**src/rtl/intc_pkg.sv**
```systemverilog
// Shared definitions for the interrupt controller: register map, FSM encoding, id width.
package intc_pkg;

  localparam int unsigned ID_W = 3;

  localparam logic [4:0] MASK_ADDR  = 5'b11000;
  localparam logic [4:0] PEND_ADDR  = 5'b11001;
  localparam logic [4:0] CAUSE_ADDR = 5'b11010;
  localparam logic [4:0] EPC_ADDR   = 5'b11011;

  typedef enum logic [1:0] {
    IDLE    = 2'd0,
    REQ     = 2'd1,
    SERVICE = 2'd2
  } state_t;

endpackage

```
**src/rtl/intc_prio_enc.sv**
```systemverilog
// Lowest-set-index priority encoder: index 0 has the highest priority.
module intc_prio_enc
  import intc_pkg::*;
#(
  parameter int unsigned NSRC = 4
) (
  input  logic [NSRC-1:0] vec,
  output logic [ID_W-1:0] idx,
  output logic            valid
);

  // Scan from the top down so the lowest set bit is the last one written.
  always_comb begin
    idx   = '0;
    valid = 1'b0;
    for (int i = int'(NSRC) - 1; i >= 0; i--) begin
      if (vec[i]) begin
        idx   = ID_W'(i);
        valid = 1'b1;
      end
    end
  end

endmodule

```
**src/rtl/intc_ctrl.sv**
```systemverilog
// Priority interrupt controller with ack/done handshake and memory-mapped registers.
// Optional EPC capture register is enabled by defining INTC_EPC_EN.
module intc_ctrl
  import intc_pkg::*;
#(
  parameter int unsigned NSRC     = 4,
  parameter logic [31:0] VEC_BASE = 32'h180,
  parameter logic [31:0] VEC_STEP = 32'h10
) (
  input  logic            clk,
  input  logic            rst,
  input  logic [NSRC-1:0] irq,
  input  logic            we,
  input  logic [4:0]      addr,
  input  logic [31:0]     wd,
  output logic [31:0]     rd,
  input  logic [31:0]     pc,
  input  logic            int_ack,
  input  logic            int_done,
  output logic            exl,
  output logic            iv,
  output logic [31:0]     vec_addr
);

  state_t            state, next_state;
  logic [NSRC-1:0]   mask, pending, irq_q;
  logic [NSRC-1:0]   rise, w1c, ack_clr, req_vec;
  logic [ID_W-1:0]   id, enc_idx;
  logic              enc_valid;
  logic              ack_take;
  logic [31:0]       epc_rd;
  logic              unused_bits;

  assign unused_bits = ^{wd, pc};

  assign rise     = irq & ~irq_q;
  assign w1c      = (we && addr == PEND_ADDR) ? wd[NSRC-1:0] : '0;
  assign ack_take = (state == REQ) && int_ack;
  assign ack_clr  = ack_take ? (NSRC'(1) << id) : '0;
  assign req_vec  = pending & mask;

  intc_prio_enc #(.NSRC(NSRC)) u_prio_enc (
    .vec   (req_vec),
    .idx   (enc_idx),
    .valid (enc_valid)
  );

  // Edge capture, pending/mask registers and id latch; a new rise beats any clear.
  always_ff @(posedge clk or posedge rst) begin
    if (rst) begin
      irq_q   <= '0;
      pending <= '0;
      mask    <= '0;
      id      <= '0;
    end else begin
      irq_q   <= irq;
      pending <= (pending & ~w1c & ~ack_clr) | rise;
      if (we && addr == MASK_ADDR) mask <= wd[NSRC-1:0];
      if (state == IDLE && enc_valid) id <= enc_idx;
    end
  end

  always_ff @(posedge clk or posedge rst) begin
    if (rst) state <= IDLE;
    else     state <= next_state;
  end

  always_comb begin
    next_state = state;
    case (state)
      IDLE:    if (enc_valid) next_state = REQ;
      REQ:     if (int_ack)   next_state = SERVICE;
      SERVICE: if (int_done)  next_state = IDLE;
      default: next_state = IDLE;
    endcase
  end

  always_comb begin
    exl      = (state == REQ) || (state == SERVICE);
    iv       = exl && (id != '0);
    vec_addr = VEC_BASE + 32'(id) * VEC_STEP;
  end

`ifdef INTC_EPC_EN
  logic [31:0] epc;

  always_ff @(posedge clk or posedge rst) begin
    if (rst)           epc <= '0;
    else if (ack_take) epc <= pc;
  end

  assign epc_rd = epc;
`else
  assign epc_rd = '0;
`endif

  // Register read port, combinational from addr.
  always_comb begin
    rd = '0;
    case (addr)
      MASK_ADDR:  rd = 32'(mask);
      PEND_ADDR:  rd = 32'(pending);
      CAUSE_ADDR: rd = {state == SERVICE, state == REQ, 27'b0, id};
      EPC_ADDR:   rd = epc_rd;
      default:    rd = '0;
    endcase
  end

endmodule

```
**config.mk**
```make
export PLATFORM = sky130hd
export DESIGN_NAME = intc_ctrl
export DESIGN_NICKNAME = d
export VERILOG_FILES = /design/src/rtl/intc_pkg.sv /design/src/rtl/intc_prio_enc.sv /design/src/rtl/intc_ctrl.sv
export SDC_FILE = /design/constraint.sdc
export NUM_CORES = 1
export LEC_CHECK = 0
export BUFFER_PORTS_ARGS = -buffer_cell sky130_fd_sc_hd__buf_2
export CORE_MARGIN = 8
export CORE_UTILIZATION = 37
export DETAILED_ROUTE_END_ITERATION = 12
export GPL_TIMING_DRIVEN = 0
export MAX_ROUTING_LAYER = met4
export PLACE_DENSITY = 0.86
export SETUP_SLACK_MARGIN = 0.2
export SKIP_CTS_REPAIR_TIMING = 1
export SLEW_MARGIN = 20
export SYNTH_ARGS = -nofsm -noshare
export SYNTH_HDL_FRONTEND = slang
export SYNTH_SLANG_ARGS = --single-unit
```
**constraint.sdc**
```tcl
create_clock -name clk -period 3.4 [get_ports clk]
set_input_delay 0.68 -clock clk [delete_from_list [all_inputs] [get_ports clk]]
set_output_delay 0.68 -clock clk [all_outputs]
set_load 0.02 [all_outputs]
```
==> flow_metrics.tcl <==
set metrics [dict create \
    post-route-period-util_pct 63.63 \
    cp.arrival_ns 1.48 \
    yosys.area_share.adder_pct 4.726 \
    yosys.area_share.simple_pct 9.830 \
    yosys.area.top_type_share_pct 31.76 \
    core_area_mm2 0.003390 \
    nNetsFinal 309 \
    synth-compound-area-share_pct 11.44 \
    skew_ns 0.002294 \
    ys_types 30 \
    antenna_found_initial 0 \
    maxCapViolations 0 \
    syn_area_mm2 0.001324 \
    vias_per_cell 3.804 \
    crit_type "in -> out" \
    grt_overflow 0 \
    worst-path-buf-inv 2 \
    area_growth_pct 31.85 \
    place_area_mm2 0.001709 \
    htree_levels 1 \
    crit_chain "buf_2, mux2i_1, nor2_1, a21oi_1, nor2_1, buf_2" \
    wire_per_inst_um 11.18 \
    synth_ff_type "dfrtp_1" \
    grt.busiest_layer "met2" \
    cts_sinks 16 \
    tns_ns 0 \
    wirelength_um 3031 \
    synth_mux_area_share_pct 8.129 \
    ios 144 \
    core.rowCount 21 \
    synth_area_per_cell_um2 9.322 \
    max_stage_delay_ns 0.22 \
    fin_crit_ns 2.163 \
    hp-class "reg -> reg" \
    clockBufferDepth 2 \
    maxClockFrequency_mhz 462.2 \
    path_clk_slew_ns 0.09 \
    synth.area.top_cells "buf_4 (32%), dfrtp_1 (30%), mux2_2 (5.1%)" \
    slew_headroom_pct 60.54 \
    antenna_cells 0 \
    clk_latency_ns 0.29 \
    outcome "finished, final reports clean" \
    power.density_mw_per_mm2 487.1 \
    cts_buffers 3 \
    vias 1031 \
    cts_tree "done" \
    die_w_um 75.82 \
    synth.top_cells.by_count "buf_4 (56), dfrtp_1 (16), inv_1 (9), mux2_2 (6)" \
    synth.most_common_cell "buf_4" \
    timing_hold_violations_final 0 \
    syn_inst 142 \
    dr.pass1.iters 4 \
    hpwl_um 2617 \
    first_global_vias 989 \
    drt_iter0_drc 30 \
    drv_slew 0 \
    cpMaxStageDelayCell "mux2i_1" \
    stdcell_area_mm2 0.001745 \
    die_area_mm2 0.005748 \
    ir_worst_vdd_v 0.0003402 \
    root_buffer "clkbuf_4" \
    synth_top_area_cell "buf_4" \
    synth_seq_cells 16 \
    yosysWarnings 0 \
    ant_nets 0 \
    track_usage_pct 10.12 \
    crit_fanout 9 \
    synth_xor_area_share_pct 0 \
    drive_above_1_share_pct 42.67 \
    grt_util_met2_pct 16.63 \
    io_buffers 25 \
    groute.layer.met1.usage_pct 10.95 \
    yosysSeqAreaShare_pct 30.25 \
    cp_top_family "buffers and inverters" \
    synthArstFlopShare_pct 100.0 \
    initial_core_util_pct 39.06 \
    setup_slack_ns 1.237 \
    cp.required_ns 2.72 \
    grt_util_met3_pct 3.553 \
    gp_congestion 0.7920 \
    grt_pass1_wl_um 4409 \
    worstSetupStartpointType "input pin" \
    rsz0062_at_grt "false" \
    end_kind "output pin" \
    tightest_slew_ns 0.5912 \
    synth_edf_count 0 \
    leakage_nw 1.049 \
    dieHeight_um 75.82 \
    drc 0 \
    preCtsSetupSlack_ns 1.236 \
    setup_viol 0 \
    synth_top_family_by_area "buffers and inverters" \
    grt_max_degree 17 \
]
sequential cells by signal (all words and copies together), names as in the netlist:
register,count
irq_q,4
mask,4
pending,4
id,2
state,2
cell usage in the layout, fill, tap and decap left out, drive strengths merged, types with 2 or more instances in the layout:
cell type	n
a32o	2
ha	5
a22o	2
inv	9
nor3	3
mux2i	4
and4b	3
a21o	3
nor2	5
buf	83
dfrtp	16
conb	56
clkbuf	4
o21ai	4
mux2	6
nand2	5
a21oi	4
layer usage:
metal | up-vias | wire (µm)
met5 | - | 0
met4 | 0 | 28
met3 | 5 | 440
met2 | 60 | 1412
met1 | 437 | 1148
li1 | 529 | -
power breakdown:
part	internal (mW)	leakage [nW]	total, mW	switching, mW
clock	0.0653	0.0210	0.126	0.0612
combinational	0.188	0.843	0.417	0.230
sequential	0.241	0.185	0.307	0.0660
total	0.494	1.05	0.850	0.357
final timing paths:
kind	start	endpoint	slack (ns)	depth (start not counted)
hold / removal	irq_q[1]	pending[1]	0.42	1
setup / recovery	addr[1]	rd[0]	1.24	6
hold reg to reg	irq_q[1]	pending[1]	0.42	1
min in group asynchronous	rst	pending[1]	0.44	2
max in group asynchronous	rst	id[1]	2.58	2
setup reg to reg	state[1]	state[0]	1.70	4
cells by family after synthesis:
logic type | after synthesis
buffers and inverters | 67
adder cells (fa/ha/maj) | 5
multiplexers | 10
AO/OA/AOI/OAI | 20
AND/OR/NAND/NOR | 22
flip-flops | 16
other | 2
stage by stage:
stage,power (mW),utilization [%],hold slack (ns),std cells
3_5_place_dp,0.7263,50.42,0.4152,267
6_report,0.8503,51.50,0.4215,271
4_1_cts,0.8573,51.50,0.4298,271
3_3_place_gp,0.7099,50.42,0.4044,267
2_1_floorplan,0.6297,-,0.3996,196
5_1_grt,0.9207,51.50,0.4328,271
worst reg2reg max path, cell delays in order (launching register included):
cell and delay (ns):
dfrtp_1 0.37, inv_1 0.09, ha_1 0.26, a222oi_1 0.48, mux2_2 0.38
area by class of cell:
| cell class | count | area, µm² |
|---|---|---|
| plain buffers | 58 | 430.4 |
| fillers | 334 | 1644 |
| well taps | 46 | 57.56 |
| flip-flops and latches | 16 | 400.4 |
| repair buffers | 25 | 125.1 |
| clock buffers | 4 | 36.28 |
| multi-input cells | 113 | 661.9 |
| inverters | 9 | 33.78 |
Power figures use the tool's default switching activity.
